### config.mk
export PLATFORM = sky130hd
export DESIGN_NAME = seg_rx_decode
export DESIGN_NICKNAME = d
export VERILOG_FILES = /design/src/rtl/seg_pkg.sv /design/src/rtl/seg_stable_filter.sv /design/src/rtl/seg_rx_decode.sv
export SDC_FILE = /design/constraint.sdc
export NUM_CORES = 1
export LEC_CHECK = 0
export CAP_MARGIN = 20
export CELL_PAD_IN_SITES_DETAIL_PLACEMENT = 0
export CELL_PAD_IN_SITES_GLOBAL_PLACEMENT = 1
export CORE_ASPECT_RATIO = 1.4
export CORE_MARGIN = 3
export CORE_UTILIZATION = 33
export DETAILED_ROUTE_END_ITERATION = 8
export GPL_TIMING_DRIVEN = 0
export PLACE_DENSITY_LB_ADDON = 0.1
export RECOVER_POWER = 100
export SLEW_MARGIN = 20
export SYNTH_ARGS = -nofsm -noshare
export SYNTH_HDL_FRONTEND = slang
export SYNTH_SLANG_ARGS = --single-unit
### constraint.sdc
create_clock -name clk -period 7.1 [get_ports clk]
set_input_delay 2.13 -clock clk [delete_from_list [all_inputs] [get_ports clk]]
set_output_delay 2.13 -clock clk [all_outputs]
set_load 0.1 [all_outputs]
### src/rtl/seg_pkg.sv
// Shared 7-segment definitions: gfedcba pattern table, blank code,
// decode helper and step classification for the receive-side monitor.
package seg_pkg;

    localparam logic [6:0] SEG_BLANK = 7'h00;

    // Active-high gfedcba patterns, index = hex digit value.
    localparam logic [15:0][6:0] SEG_TABLE = {
        7'h71, 7'h79, 7'h5E, 7'h39, 7'h7C, 7'h77, 7'h6F, 7'h7F,
        7'h07, 7'h7D, 7'h6D, 7'h66, 7'h4F, 7'h5B, 7'h06, 7'h3F
    };

    typedef struct packed {
        logic       legal;
        logic [3:0] value;
    } seg_dec_t;

    typedef enum logic [1:0] {
        STEP_NONE,
        STEP_UP,
        STEP_DN,
        STEP_JUMP
    } step_e;

    function automatic seg_dec_t seg_decode(input logic [6:0] pat);
        seg_dec_t r;
        r.legal = 1'b0;
        r.value = 4'h0;
        for (int i = 0; i < 16; i++) begin
            if (pat == SEG_TABLE[i]) begin
                r.legal = 1'b1;
                r.value = 4'(i);
            end
        end
        return r;
    endfunction

    function automatic step_e classify(input logic [3:0] old_v, input logic [3:0] new_v);
        logic [3:0] inc;
        logic [3:0] dec;
        inc = old_v + 4'd1;
        dec = old_v - 4'd1;
        if (new_v == inc)      return STEP_UP;
        else if (new_v == dec) return STEP_DN;
        else                   return STEP_JUMP;
    endfunction

endpackage

### src/rtl/seg_stable_filter.sv
// Two-flop synchronizer plus candidate/counter glitch filter; emits a strobe
// and the pattern each time a new stable pattern is accepted.
module seg_stable_filter
    import seg_pkg::*;
#(
    parameter int unsigned STABLE_CNT     = 4,
    parameter bit          SEG_ACTIVE_LOW = 1'b1
) (
    input  logic       clk,
    input  logic       rst_n,
    input  logic       ena_i,
    input  logic [6:0] seg_i,
    output logic [6:0] pat_o,
    output logic       acc_o
);

    localparam logic [7:0] CNT_MAX = 8'(STABLE_CNT);

    logic [6:0] sync1_q, sync2_q;
    logic [6:0] sample;
    logic [6:0] cand_q, cand_d;
    logic [7:0] cnt_q, cnt_d;
    logic [6:0] last_q;
    logic       acc_q;
    logic       hit;

    assign sample = SEG_ACTIVE_LOW ? ~sync2_q : sync2_q;

    // NOTE: every combinational output gets a default first so no latch is inferred.
    always_comb begin
        cand_d = cand_q;
        cnt_d  = cnt_q;
        if (ena_i) begin
            if (sample == cand_q) begin
                if (cnt_q < CNT_MAX) cnt_d = cnt_q + 8'd1;
            end else begin
                cand_d = sample;
                cnt_d  = 8'd1;
            end
        end
    end

    assign hit = ena_i && (cnt_d == CNT_MAX) && (cand_d != last_q);

    // NOTE: sequential state uses non-blocking assignments only.
    always_ff @(posedge clk or negedge rst_n) begin
        if (!rst_n) begin
            sync1_q <= '0;
            sync2_q <= '0;
            cand_q  <= SEG_BLANK;
            cnt_q   <= '0;
            last_q  <= SEG_BLANK;
            acc_q   <= 1'b0;
        end else begin
            sync1_q <= seg_i;
            sync2_q <= sync1_q;
            cand_q  <= cand_d;
            cnt_q   <= cnt_d;
            acc_q   <= hit;
            if (hit) last_q <= cand_d;
        end
    end

    assign pat_o = last_q;
    assign acc_o = acc_q;

endmodule

### src/rtl/seg_rx_decode.sv
// Receive-side 7-segment monitor: filters the bus, decodes accepted patterns
// and classifies each change as step up, step down or jump.
module seg_rx_decode
    import seg_pkg::*;
#(
    parameter int unsigned STABLE_CNT     = 4,
    parameter bit          SEG_ACTIVE_LOW = 1'b1
) (
    input  logic       clk,
    input  logic       reset,
    input  logic       ena,
    input  logic [6:0] seg,
    output logic [3:0] q,
    output logic       valid,
    output logic       upd,
    output logic       err,
    output logic       step_up,
    output logic       step_dn,
    output logic       jump,
    output logic       dir
);

    logic [6:0] pat;
    logic       acc;
    seg_dec_t   dec;
    step_e      step;

    logic [3:0] q_q, q_d;
    logic       valid_q, valid_d;
    logic       dir_q, dir_d;
    logic       upd_q, upd_d;
    logic       err_q, err_d;
    logic       up_q, up_d;
    logic       dn_q, dn_d;
    logic       jump_q, jump_d;

    seg_stable_filter #(
        .STABLE_CNT    (STABLE_CNT),
        .SEG_ACTIVE_LOW(SEG_ACTIVE_LOW)
    ) u_filter (
        .clk  (clk),
        .rst_n(reset),
        .ena_i(ena),
        .seg_i(seg),
        .pat_o(pat),
        .acc_o(acc)
    );

    assign dec = seg_decode(pat);

    always_comb begin
        q_d     = q_q;
        valid_d = valid_q;
        dir_d   = dir_q;
        upd_d   = 1'b0;
        err_d   = 1'b0;
        up_d    = 1'b0;
        dn_d    = 1'b0;
        jump_d  = 1'b0;
        step    = STEP_NONE;
        if (acc) begin
            if (dec.legal) begin
                q_d     = dec.value;
                upd_d   = 1'b1;
                valid_d = 1'b1;
                if (valid_q) step = classify(q_q, dec.value);
            end else begin
                // Illegal codes only flag; the held q stays the comparison base.
                err_d = 1'b1;
            end
        end
        case (step)
            STEP_UP:   begin up_d = 1'b1; dir_d = 1'b1; end
            STEP_DN:   begin dn_d = 1'b1; dir_d = 1'b0; end
            STEP_JUMP: jump_d = 1'b1;
            default:   ;
        endcase
    end

    always_ff @(posedge clk or negedge reset) begin
        if (!reset) begin
            q_q     <= '0;
            valid_q <= 1'b0;
            dir_q   <= 1'b0;
            upd_q   <= 1'b0;
            err_q   <= 1'b0;
            up_q    <= 1'b0;
            dn_q    <= 1'b0;
            jump_q  <= 1'b0;
        end else begin
            q_q     <= q_d;
            valid_q <= valid_d;
            dir_q   <= dir_d;
            upd_q   <= upd_d;
            err_q   <= err_d;
            up_q    <= up_d;
            dn_q    <= dn_d;
            jump_q  <= jump_d;
        end
    end

    assign q       = q_q;
    assign valid   = valid_q;
    assign dir     = dir_q;
    assign upd     = upd_q;
    assign err     = err_q;
    assign step_up = up_q;
    assign step_dn = dn_q;
    assign jump    = jump_q;

endmodule

* Word level (Yosys, flattened, before mapping)
Index checks and enable logic that the tools add are counted.
W data, S select, Z words.
** Cells by class
- Add/subtract/negate cells :: 3
- Multiply operators :: 0
- Div/mod/pow operators :: 0
- Magnitude comparators :: 1
- Equal/unequal tests :: 24
- Shift operators :: 0
- Muxes and demuxes :: 34
- Bitwise gates (word level) :: 1
- Reductions and logical operators :: 4
** Operator list (number)
- $eq A7 B7 Y1 const B :: 12
- $mux W5 :: 16
- $mux W8 :: 3
- $eq A7 B3 Y1 const B :: 2
- $eq A7 B6 Y1 const B :: 2
- $mux W7 :: 2
- $add A8 B1 Y8 const B :: 1
- $eq A4 B4 Y1 :: 2
- $eq A8 B3 Y1 const B :: 1
- $lt A8 B3 Y1 const B :: 1
- $mux W1 :: 8
- $mux W2 :: 4
- $eq A7 B7 Y1 :: 1
- $ne A7 B7 Y1 :: 1
- $not A7 Y7 :: 1
- $add A4 B1 Y4 const B :: 1
- $eq A2 B2 Y1 const B :: 2
- $sub A4 B1 Y4 const B :: 1
- $eq A2 B1 Y1 const B :: 1
- $logic_and A1 B1 Y1 :: 2
- $pmux W1 S2 :: 1
- $reduce_and A2 Y1 :: 1
- $reduce_bool A2 Y1 :: 1
** Word-level totals
- Register bits after elaboration :: 48
- Bits in latches :: 0
- RAM bits :: 0
- Bits in read-only memories :: 0
- Input bits :: 10
- Output and inout port bits :: 11
- Word-level logic and storage cells :: 81
- Memories :: 0

* Longest topological paths before layout
- Depth after elaboration :: 25
- Gate-level depth with buffers :: 10
- Gate-level depth less buffers :: 9

* By module
Synthesis repeated with hierarchy kept, for this count alone.
** Second synthesis, totals
- Cell total of the unflattened synthesis :: 204
- Area, all modules :: 2444.8 µm²
** Modules (own cells, without submodules)
- seg_stable_filter :: times used 1, cells an instance 100, area an instance 1460.2 µm², seq. area each 925.9 µm²
- seg_rx_decode :: times used 1, cells an instance 104, area an instance 984.7 µm², seq. area each 275.3 µm²

* Least setup slack after synthesis
Ideal clock, no wire load.
- Kind :: input -> register
- Start point :: in ena
- End point :: reg u_filter.last_q[0] (netlist: u_filter.pat_o[0])
- Setup time :: 0.125 ns
- Arrival time :: 3.693 ns
- Data required time :: 6.975 ns
- Path slack :: 3.282 ns
- Cell stages on the path :: 6
- Buffers on the path :: 1
- Cells stage by stage :: buf_6 -> mux2i_1 -> xor2_1 -> nor4_1 -> a2111oi_4 -> mux2_2
** On the way
- Elaborated cells on any way between the ends :: 6
- Those cells by class :: eq/ne (2); mux (2); reduce/logical (2)
** RTL lines
- from (decl) :: line seg_rx_decode.sv:11 : input logic ena,
- $mux W7 :: line seg_stable_filter.sv:33 : if (ena_i) begin
- via u_filter.cand_d[1] :: line seg_stable_filter.sv:21 : logic [6:0] cand_q, cand_d;
- $ne A7 B7 Y1 :: line seg_stable_filter.sv:43 : assign hit = ena_i && (cnt_d == CNT_MAX) && (cand_d != last_q);
- $logic_and A1 B1 Y1 :: line seg_stable_filter.sv:43
- via u_filter.hit :: line seg_stable_filter.sv:25 : logic hit;
- to (signal assigned) :: line seg_stable_filter.sv:60 : if (hit) last_q <= cand_d;
- to (decl) :: line seg_stable_filter.sv:23 : logic [6:0] last_q;
The timed path passes the listed nets, and every way through them passes these cells.
A chain may end at the register's enable or synchronous reset.

* Worst setup path in the final report
- Start point :: in ena
- End point :: reg u_filter.last_q[4] (netlist: u_filter.pat_o[4])
The elaborated chain is that of the path after synthesis.

==> impl_results.md <==
* Clk_skew at 0.00822 ns
* Synth Register Bits at 48
* H-Tree Depth at 2
* First-pass GRT wire length at 7860 um
* Clk slew on worst S/H paths at 0.08 ns
* IO buf count at 19
* Post-synth EDFFs at 0
* Detail Route Antenna Nets at 0
* Worst flop-to-flop path startpoint: u_filter.pat_o[5]
* Setup CP Type: in -> reg
* Routability cong. at 0.811
* Most common cell in the netlist: dfrtp_1
* Netlist Area Pre-Place at 0.00242 mm^2
* Psw at 262 uW
* Crit end category: flip-flop
* Sw frac at 35.7%
* N_diodes at 0
* Slew Viols, Final at 49
* Crit path from: ena
* Detailed router's first-iteration violation count at 44
* Finished Cell Area at 0.00276 mm^2
* Worst Min Path Start: u_filter.sync1_q[4]
* Sequential area share after synthesis at 49.6%
* MaxCap Viol Count at 1
* Io pins at 21
* Initial antenna violation count at 0
* Final setup fails at 0
* Global route overflow at 0
* Area of the die at 0.00841 mm^2
* Worst IR drop on VDD at 0.113 mV
* Critical Path RT at 7.28 ns
* Hold buffer count at cts at 0
* Largest net degree at the start of global routing at 49
* Row count at 36
* Total number of yosys warnings at 0
* Main flop type after synthesis: dfrtp_1
* Outcome: finished, violations left
* Setup ws final at 2.84 ns
* Dominant cell type by area after synthesis: dfrtp_1
* # resized after CTS at 0
* Clock Power Share at 21.2%
* Synthesized instance count at 205
* Placed wire-length estimate at 3340 um
* Clk sinks at 48
* Drt first pass iters at 4
* Place WS at 2.82 ns
* Post-CTS Setup Inserts at 0
* Avg Cell Area, Syn at 11.8 um^2
* Hold Crit Class: reg -> reg
* CP Launch Type: input port
* Nets at 248
* Initial Util at 34.4%
* Core ar. at 0.00703 mm^2
* RSZ-0062 raised after global routing: false
* Hold Fails Final Rpt at 0
* Minimum clock period at 4.26 ns
* Async set or reset register ratio after synthesis at 100%
* Top area cells in the synthesized netlist: dfrtp_1 50%, mux2i_1 5.0%, xor2_1 4.7%
* Via-to-Cell Ratio at 4.70
* CTS Buf Count at 5
* Post-Route Setup TNS at 0 ns
* Wire per inst at 13.9 um
* Logic pwr share at 31.8%
* Proportion of layout cells with a drive suffix above 1 at 10.4%
* PD cells at 266 mW/mm^2
* Area grow syn2layout at 13.9%
* Number of global-route vias before repair at 1567
* Final worst path period share at 60.0%
* Yosys cell types at 50
* Synth top area share at 49.6%
* CTS root buffer: clkbuf_8
* Fmax at 235 MHz
* WP data arrival at 4.44 ns
* Static leakage at 1.25 nW
* FF-to-FF setup slack at 3.76 ns
* Clk_lat worst skew at 0.30 ns
* Total global-route track usage at 12.2%
* Synth cell count leaders: 48 x dfrtp_1, 15 x inv_1, 13 x xor2_1
* DRC errors left at 0
* CTS tree: built
* Max_slew headroom at -67.7%
* Final WL at 4530 um
* Die span in x at 78.4 um
* Routed vias at 1533
* Largest fanout on the critical path at 9
* Internal power at 472 uW
* Mapped Nets at 222
* Die Y-Extent at 107 um
* Violated checks: capacitance limit, slew limit
* CTS max path bufs at 2
* Reg power frac at 47.0%
* Placed Area at 0.00273 mm^2
* Slew of the pin with the lowest slew margin at 2.52 ns
[worst paths after layout]
check                                       to  depth (start not counted)
setup / recovery             u_filter.pat_o[4]                          6
hold / removal             u_filter.sync2_q[4]                          0
setup reg to reg                           dir                          9
hold reg to reg            u_filter.sync2_q[4]                          0
max in group asynchronous                  err                          1
min in group asynchronous    u_filter.pat_o[0]                          1
[power groups by stage]
stage               Combinational, mW  Sequential (mW)  Clock [mW]
floorplan                       0.186            0.339           0
global placement                0.246            0.349           0
detailed placement              0.242            0.349           0
CTS                             0.243            0.344       0.166
global route                    0.265            0.350       0.175
finish                          0.233            0.345       0.156
[area by class of cell]
cell class                      count  area, um^2
Buffer                              8        36.3
Clock buffer                        5        68.8
Clock inverter                      2        12.5
Fill cell                         696        4270
Inverter                           15        56.3
Multi-Input combinational cell    134        1080
Sequential cell                    48        1200
Tap cell                           95         119
Timing Repair Buffer               19         184
[logic make-up after synthesis]
kind of cell | count (synthesis) | share of synthesized area (%)
adders and majority gates | 7 | 3.62
AOI/OAI and AO/OA | 31 | 12.0
DFF | 48 | 49.6
and+or+nand+nor | 51 | 12.4
xor gates and xnor gates | 26 | 9.98
muxes | 19 | 8.22
buffers and inverters | 23 | 4.14
[sequential cells by signal, summed over array words and instances (netlist names)]
signal	count
step_up	1
q	4
err	1
u_filter.pat_o	7
u_filter.sync2_q	7
upd	1
u_filter.acc_o	1
u_filter.cnt_q	8
valid	1
u_filter.cand_q	7
u_filter.sync1_q	7
step_dn	1
jump	1
dir	1
[critical path, stage by stage]
cell and delay, ns:
clkbuf_1 0.45, mux2i_1 0.41, xor2_1 0.25, nor4_1 0.13, a2111oi_4 0.66, mux2_2 0.41
[layout by cell type, fill, tap and decap left out, types with 2 or more instances in the layout]
cell type / netlist / final
nor4_1: 3 / 3
nor2b_1: 2 / 2
mux2_2: 7 / 7
clkbuf_1: 2 / 4
a21oi_1: 5 / 5
dlygate4sd3_1: 0 / 18
nand2_1: 9 / 9
nor3b_1: 3 / 3
ha_1: 7 / 7
xnor2_1: 12 / 12
o311ai_0: 0 / 2
clkbuf_8: 0 / 5
mux2i_1: 12 / 12
nand3_1: 5 / 5
o21ai_0: 6 / 6
and2_0: 0 / 4
o22ai_1: 2 / 2
and2_1: 7 / 3
buf_2: 5 / 5
dfrtp_1: 48 / 48
o311a_1: 2 / 2
nor2_1: 8 / 8
nand3b_1: 2 / 2
inv_1: 15 / 15
xor2_1: 13 / 13
[metal layers]
layer / track usage, % / vias up / share of wire, %
met5: 0 / - / 0
met4: 4.25 / 0 / 2.0
met3: 2.76 / 8 / 3.0
met2: 22.7 / 29 / 55
met1: 13.4 / 733 / 40
li1: - / 763 / -
[metrics by stage]
step                      power [mW]  cells  utilization, %  hold WS [ns]
after floorplan                0.525    205               -         0.331
after global placement         0.595    319            38.8         0.331
after detailed placement       0.591    319            38.8         0.335
after CTS                      0.753    326            40.0         0.356
after global routing           0.790    326            39.2         0.362
final                          0.734    326            39.2         0.353
Power figures use the tool's default switching activity.
